--- src/rtl/board_draw_ctrl.sv ---
// Frame sequencer for the 8x8 reversi board renderer: walks every cell, fetches its state
// from sync board RAM and plots a CELL x CELL square (with optional cursor border) to the VGA adapter.
module board_draw_ctrl #(
  parameter int         CELL_LOG2     = 2,
  parameter logic [7:0] X_OFFSET      = 8'd0,
  parameter logic [6:0] Y_OFFSET      = 7'd0,
  parameter logic [2:0] BG_COLOUR     = 3'b010,
  parameter logic [2:0] CURSOR_COLOUR = 3'b100
) (
  input  logic       clk,
  input  logic       resetn,
  input  logic       start,
  input  logic [2:0] cursor_x,
  input  logic [2:0] cursor_y,
  input  logic       cursor_en,
  output logic [5:0] cell_addr,
  input  logic [1:0] cell_data,
  output logic [7:0] vga_x,
  output logic [6:0] vga_y,
  output logic [2:0] vga_colour,
  output logic       plot,
  output logic       busy,
  output logic       done
);
  localparam int            PW   = CELL_LOG2;
  localparam logic [PW-1:0] PMAX = {PW{1'b1}};

  typedef enum logic [2:0] {S_IDLE, S_FETCH, S_WAIT, S_DRAW, S_DONE} state_e;

  state_e        state_q, state_d;
  logic [5:0]    cell_q, cell_d;
  logic [PW-1:0] px_q, px_d, py_q, py_d;
  logic [5:0]    cur_q, cur_d;
  logic          cur_en_q, cur_en_d;
  logic [2:0]    piece_q, piece_d;
  logic [7:0]    x_q, x_d;
  logic [6:0]    y_q, y_d;
  logic [2:0]    col_q, col_d;
  logic          plot_q, plot_d;

  logic          load;
  logic [PW-1:0] ld_px, ld_py;
  logic [2:0]    ld_piece;
  logic          ld_border, cur_hit;

  function automatic logic [2:0] map_colour(input logic [1:0] d);
    case (d)
      2'b11:   return 3'b000;
      2'b10:   return 3'b111;
      default: return BG_COLOUR;
    endcase
  endfunction

  always_comb begin
    state_d  = state_q;
    cell_d   = cell_q;
    px_d     = px_q;
    py_d     = py_q;
    cur_d    = cur_q;
    cur_en_d = cur_en_q;
    piece_d  = piece_q;
    x_d      = x_q;
    y_d      = y_q;
    col_d    = col_q;
    plot_d   = 1'b0;
    load     = 1'b0;
    ld_px    = '0;
    ld_py    = '0;
    ld_piece = piece_q;

    unique case (state_q)
      S_IDLE: if (start) begin
        state_d  = S_FETCH;
        cell_d   = '0;
        cur_d    = {cursor_y, cursor_x};
        cur_en_d = cursor_en;
      end
      S_FETCH: state_d = S_WAIT;
      S_WAIT: begin
        // RAM data is only valid here; pixel 0 goes out on this same edge
        piece_d  = map_colour(cell_data);
        ld_piece = piece_d;
        px_d     = '0;
        py_d     = '0;
        load     = 1'b1;
        state_d  = S_DRAW;
      end
      S_DRAW: begin
        if (px_q == PMAX && py_q == PMAX) begin
          cell_d  = cell_q + 6'd1;
          state_d = (cell_q == 6'd63) ? S_DONE : S_FETCH;
        end else begin
          px_d = px_q + PW'(1);
          if (px_q == PMAX) py_d = py_q + PW'(1);
          load  = 1'b1;
          ld_px = px_d;
          ld_py = py_d;
        end
      end
      S_DONE:  state_d = S_IDLE;
      default: state_d = S_IDLE;
    endcase

    cur_hit   = cur_en_q && (cell_q == cur_q);
    ld_border = (ld_px == '0) || (ld_px == PMAX) || (ld_py == '0) || (ld_py == PMAX);
    if (load) begin
      x_d    = X_OFFSET + (8'(cell_q[2:0]) << PW) + 8'(ld_px);
      y_d    = Y_OFFSET + (7'(cell_q[5:3]) << PW) + 7'(ld_py);
      col_d  = (cur_hit && ld_border) ? CURSOR_COLOUR : ld_piece;
      plot_d = 1'b1;
    end
  end

  always_ff @(posedge clk or negedge resetn) begin
    if (!resetn) begin
      state_q  <= S_IDLE;
      cell_q   <= '0;
      px_q     <= '0;
      py_q     <= '0;
      cur_q    <= '0;
      cur_en_q <= 1'b0;
      piece_q  <= '0;
      x_q      <= '0;
      y_q      <= '0;
      col_q    <= '0;
      plot_q   <= 1'b0;
    end else begin
      state_q  <= state_d;
      cell_q   <= cell_d;
      px_q     <= px_d;
      py_q     <= py_d;
      cur_q    <= cur_d;
      cur_en_q <= cur_en_d;
      piece_q  <= piece_d;
      x_q      <= x_d;
      y_q      <= y_d;
      col_q    <= col_d;
      plot_q   <= plot_d;
    end
  end

  assign cell_addr  = cell_q;
  assign vga_x      = x_q;
  assign vga_y      = y_q;
  assign vga_colour = col_q;
  assign plot       = plot_q;
  assign busy       = (state_q == S_FETCH) || (state_q == S_WAIT) || (state_q == S_DRAW);
  assign done       = (state_q == S_DONE);

endmodule
--- config.mk ---
export PLATFORM = sky130hd
export DESIGN_NAME = board_draw_ctrl
export DESIGN_NICKNAME = d
export VERILOG_FILES = /design/src/rtl/board_draw_ctrl.sv
export SDC_FILE = /design/constraint.sdc
export NUM_CORES = 1
export LEC_CHECK = 0
export BUFFER_PORTS_ARGS = -buffer_cell sky130_fd_sc_hd__buf_2
export CORE_MARGIN = 2
export CORE_UTILIZATION = 35
export DETAILED_ROUTE_END_ITERATION = 16
export GPL_TIMING_DRIVEN = 0
export MAX_ROUTING_LAYER = met4
export SETUP_SLACK_MARGIN = 0.02
export SYNTH_ARGS = -nofsm -noshare
export SYNTH_HDL_FRONTEND = slang
export SYNTH_SLANG_ARGS = --single-unit
export TNS_END_PERCENT = 30
--- constraint.sdc ---
create_clock -name clk -period 1.5 [get_ports clk]
set_input_delay 0.15 -clock clk [delete_from_list [all_inputs] [get_ports clk]]
set_output_delay 0.15 -clock clk [all_outputs]
set_load 0.02 [all_outputs]
* After elaboration in Yosys (flattened, before gate mapping)
Cells that the tools add are included.
** Word-level totals
- Output and inout port bits :: 27
- Flip-flop bits (word level) :: 42
- Bits of input ports :: 12
** Cells by class
- Reductions and logical operators :: 17
- Equality and inequality tests :: 15
- Muxes and demuxes :: 22
- Add/subtract/negate cells :: 5
** Operators with widths (number)
- $mux W3 :: 5
- $mux W2 :: 7
- $add A5 B2 Y6 :: 2
- $eq A2 B2 Y1 const B :: 6
- $mux W6 :: 2
- $pmux W3 S4 :: 1
- $pmux W6 S2 :: 1
- $pmux W2 S2 :: 2
- $add A6 B1 Y6 const B :: 1
- $eq A3 B2 Y1 const B :: 2
- $eq A6 B6 Y1 :: 1
- $eq A6 B6 Y1 const B :: 1
- $ne A2 B2 Y1 const B :: 3
- $pmux W3 S2 :: 1
- $reduce_and A2 Y1 :: 3
- $logic_or A1 B1 Y1 :: 5
- $add A2 B1 Y2 const B :: 2
- $logic_not A2 Y1 :: 2
- $reduce_bool A2 Y1 :: 2
- $eq A3 B1 Y1 const B :: 1
- $eq A3 B3 Y1 const B :: 1
- $logic_and A1 B1 Y1 :: 3
- $logic_not A3 Y1 :: 1
- $reduce_and A3 Y1 :: 1
- 2 further kinds :: 3

* Logic depth before layout (Yosys ltp)
- Depth after elaboration :: 10
- Gate-level depth with buffers :: 8
- Gate-level depth less buffers :: 7

* Worst setup path after synthesis
OpenSTA, ideal clock, no wires.
- Path type :: reg2reg
- From :: register state_q[2]
- To :: register py_q[1]
- Path buffers :: 3
- Required time :: 1.378 ns
- Setup slack :: -0.155 ns
- Setup time :: 0.122 ns
- Data arrival time :: 1.533 ns
- Stages on the path, launching flop included :: 9
- Cell sequence :: dfrtp_1 buf_6 or3b_1 buf_6 and2_4 clkinv_4 buf_12 o21ai_2 a32o_1
** Between the ends
- Cells in the longest elaborated chain, start to end :: 3
** RTL lines
- from (decl) :: line 30 : state_e state_q, state_d;
- from (signal assigned) :: line 128 : state_q <= state_d;
- $eq A3 B2 Y1 :: line 71 : unique case (state_q)
- $ne A2 B2 Y1 (no line) or $reduce_bool A2 Y1 (tied branches)
- $reduce_and A2 Y1 (no line)
- to (signal assigned) :: line 131 : py_q <= py_d;
- to (decl) :: line 32 : logic [PW-1:0] px_q, px_d, py_q, py_d;
Parallel ways exist; a longest one is shown, timed or not.
A chain may end at the register's enable or synchronous reset.

* Worst setup path in the final report
- From :: register state_q[0]
- To :: register py_q[1]
The elaborated chain is that of the path after synthesis.

==> impl_metrics.csv <==
group,metric,value,unit
logic_synthesis,adder_cell_share_of_the_synthesized_area,2.803,%
worst_setup_path,maximum_fanout_along_the_worst_path,8,
clock_tree,cts_made_buffers,5,
timing,achievable-frequency,591.9,MHz
clock_tree,insertion_delay_of_the_later_clocked_pin_in_the_worst_skew_pair,0.29,ns
logic_synthesis,seq_total_area_yosys,51.86,%
worst_setup_path,slowest_stage,"sky130_fd_sc_hd__dfrtp_1",
hold_path,hold-path-endpoint,"cur_en_q",
worst_setup_path,crit_family,"simple AND/OR/NAND/NOR gates",
hold_path,min-delay-start,"cursor_en",
routing,drt-pass1-iter-count,4,
routing,vias,1376,
timing,tns,-1.598,ns
worst_setup_path,critical_path.reg2reg.endpoint,"py_q[1]",
placed_design,final_estimated_routing_congestion_in_global_placement,0.7940,
worst_setup_path,timing.critical_path.slowest_cell_delay,0.37,ns
logic_synthesis,synth_cell_type_count,39,
finish,area.sequential,930.9,µm²
grt,global_route.overflow_total,0,
logic_synthesis,post_synth_and_or_nand_nor_area_fraction,17.80,%
finish,nets,249,
hold_path,worst_hold_path_cells,2,
clock_tree,tritoncts,"yes",
timing,number_of_hold_violations_in_the_final_report,0,
finish,flow.area_growth_from_synthesis,36.58,%
worst_setup_path,r2r.worst_path.cells,8,
grt,grt_pass1_vias,1283,
routing,detail_route.wl_per_cell,12.36,µm
floorplan,starting_density_of_the_core,37.06,%
floorplan,area_of_the_die,5689,µm²
logic_synthesis,synth_top_cell_area_share,51.86,%
grt,grt_first_pass_wirelength,5851,µm
logic_synthesis,yosys.area_share.xor_xnor,5.886,%
logic_synthesis,synth_compound_area_share,10.44,%
worst_setup_path,worstSetupPathType,"flip-flop to flip-flop",
logic_synthesis,post-synth-top-count-cell,"sky130_fd_sc_hd__dfrtp_1",
logic_synthesis,synth-edff-count,0,
logic_synthesis,asyncSetResetFlopFracSynth,100.0,%
floorplan,i_o_pin_total,39,
clock_tree,ctsLongestPathBuffers,2,
logic_synthesis,synthCells,165,
flow_run,maxCapViolations,0,
grt,grt_start_max_net_pins,38,
routing,drcViolationCount,0,
routing,detail_route.iter0.violations,52,
finish,non_filler_instances,301,
worst_setup_path,timing.critical_path.from_type,"flip-flop",
power_and_ir_drop,power_density,735.1,nW/µm²
worst_setup_path,timing.rr.start,"state_q[0]",
floorplan,dieWidth,75.43,µm
floorplan,core_area,4817,µm²
clock_tree,cts.reportedPaths.clkPinSlew,0.07,ns
timing,measured_slew_at_the_worst_slew_check_pin,0.8047,ns
timing,finalCriticalPeriod,1.689,ns
finish,area_occupied_by_multi_input_gates,847.1,µm²
worst_setup_path,timing.critical_path.buf_inv,4,
placed_design,numPortBuffers,33,
finish,insertedDiodeCount,0,
logic_synthesis,syn-cell-area,1785,µm²
power_and_ir_drop,power_leakage,0.001186,µW
clock_tree,clkSinkCount,37,
grt,initial_antenna_violation_count,0,
logic_synthesis,post_synth_most_frequent_cells,"37 x sky130_fd_sc_hd__dfrtp_1, 30 x sky130_fd_sc_hd__nand2_1, 8 x sky130_fd_sc_hd__a21oi_1, 8 x sky130_fd_sc_hd__xor2_1, 7 x sky130_fd_sc_hd__nor2_1",
clock_tree,cts_max_level,2,
placed_design,post-place-cells,269,
logic_synthesis,main_combinational_cell_family_by_area_after_synthesis,"simple AND/OR/NAND/NOR gates",
clock_tree,cts_root_buf,"sky130_fd_sc_hd__clkbuf_8",
worst_setup_path,critPathArrivalTime,1.87,ns
grt,grt_usage,14.20,%
worst_setup_path,path_common_cell,"sky130_fd_sc_hd__buf_6",
timing,finalSetupViolations,18,
worst_setup_path,r2r_setup_slack,-0.19,ns
finish,post_route_cells_drive_above_1_share,41.88,%
logic_synthesis,ys.warnings.count,0,
timing,timing.slew.headroom,46.35,%
placed_design,pre_cts_ws,-0.2344,ns
worst_setup_path,cp.depth,8,
timing,rsz_0062_raised_after_global_routing,"true",
routing,detail-route-antenna-nets,0,
logic_synthesis,post_synthesis_average_cell_area,10.82,µm²
outcome,run_status,"finished with violations",
placed_design,hpwl,2460,µm
outcome,failed_checks,"negative setup slack",
timing,skew,0.004132,ns
floorplan,standard_cell_row_count,25,
hold_path,holdCritPathClass,"input port to flip-flop",
worst_setup_path,crit_chain,"buf_6 > or3b_1 > buf_6 > and2_4 > clkinv_4 > buf_12 > o21ai_4 > a32o_1",
finish,fillCellCount,447,
timing,drv_slew,0,
logic_synthesis,synthFlopType,"sky130_fd_sc_hd__dfrtp_1",
routing,post_drt_via_cell_ratio,4.571,
logic_synthesis,post_synth_mux_area_share,4.415,%
power_and_ir_drop,totalPowerFinal,1792,µW
power_and_ir_drop,vdd_drop_max,0.0004961,V
routing,wl,3719,µm
floorplan,fp.dieH,75.43,µm
timing,finalCritPeriodShare,112.6,%
worst_setup_path,critPathCaptureType,"flip-flop",
timing,fin_ws,-0.1895,ns
logic_synthesis,ys_top_cells_by_area,"sky130_fd_sc_hd__dfrtp_1 52%, sky130_fd_sc_hd__nand2_1 6.3%, sky130_fd_sc_hd__xor2_1 3.9%, sky130_fd_sc_hd__mux2_1 3.8%, sky130_fd_sc_hd__ha_1 2.8%",
worst_setup_path,cp.required,1.68,ns
logic_synthesis,postSynthRegisterBits,37,
logic_synthesis,synthDominantAreaCellType,"sky130_fd_sc_hd__dfrtp_1",
==> placed cells by master (no fill, tap or decap), types with 4 or more instances in the layout <==
| cell | Yosys | final |
|---|---|---|
| sky130_fd_sc_hd__a21oi_1 | 8 | 6 |
| sky130_fd_sc_hd__buf_6 | 2 | 5 |
| sky130_fd_sc_hd__a21o_1 | 4 | 4 |
| sky130_fd_sc_hd__buf_2 | 2 | 33 |
| sky130_fd_sc_hd__nand2_1 | 30 | 28 |
| sky130_fd_sc_hd__and2_1 | 5 | 5 |
| sky130_fd_sc_hd__clkbuf_8 | 0 | 5 |
| sky130_fd_sc_hd__mux2_1 | 6 | 6 |
| sky130_fd_sc_hd__buf_4 | 6 | 27 |
| sky130_fd_sc_hd__dfrtp_1 | 37 | 33 |
| sky130_fd_sc_hd__xor2_1 | 8 | 8 |
| sky130_fd_sc_hd__conb_1 | 1 | 5 |
| sky130_fd_sc_hd__a22o_1 | 4 | 4 |
| sky130_fd_sc_hd__dfrtp_2 | 0 | 4 |
| sky130_fd_sc_hd__nor2_1 | 7 | 7 |
==> layout make-up <==
class                   count  area share [%]
repair buffers             58           15.39
clock inverters             2          0.4105
inverters                   4          0.8209
flip-flops and latches     37           38.17
clock buffers               6           2.976
well taps                  67           3.438
plain buffers              10           4.053
multi-input cells         117           34.74
==> worst max path at each step <==
stage / to / slack (ns) / startpoint
2_1_floorplan: py_q[1] / -0.15 / state_q[0]
3_3_place_gp: py_q[1] / -0.23 / state_q[2]
5_1_grt: vga_y[2] / -0.23 / px_q[0]
3_5_place_dp: py_q[1] / -0.23 / state_q[2]
4_1_cts: py_q[1] / -0.20 / state_q[2]
6_report: py_q[1] / -0.19 / state_q[0]
==> per-stage QoR <==
stage               util (%)  area (µm²)  hold WS (ns)
floorplan                  -        1817       -0.1456
global placement       42.88        2066        0.3041
detailed placement     42.88        2066        0.3014
CTS                    47.77        2301       0.06440
global route           50.62        2439       0.07333
finish                 50.62        2439       0.07344
==> registers in the layout, summed over array words and instances (netlist names) <==
name	flops
vga_y	5
cur_q	6
state_q	3
vga_x	5
px_q	2
plot	1
py_q	2
cell_addr	6
vga_colour	3
cur_en_q	1
piece_q	3
==> cell families after synthesis <==
family,Yosys count
AOI/OAI and AO/OA,28
xor gates and xnor gates,12
adders and majority gates,4
buffers and inverters,15
DFF,37
muxes,7
other,1
and+or+nand+nor,61
==> repair_timing <==
item	CTS	global route
cloned	1	0
endpoints found under the setup margin	28	31
pin swaps	9	13
setup buffers	12	11
hold buffers	1	0
endpoints found under the hold margin	37	0
gates resized for setup	12	12
==> per-layer routing <==
metal / vias to the layer above / global-route usage (%) / share of wire, %
li1: 688 / - / -
met1: 646 / 18.48 / 46
met2: 36 / 21.74 / 49
met3: 6 / 3.571 / 4.0
met4: 0 / 4.678 / 1.3
met5: - / - / 0
==> report_power, final <==
part / switching (µW) / internal (µW)
clock: 350 / 322
combinational: 53.9 / 42.2
sequential: 9.41 / 1010
No activity file was read; power rests on OpenSTA's default activity.
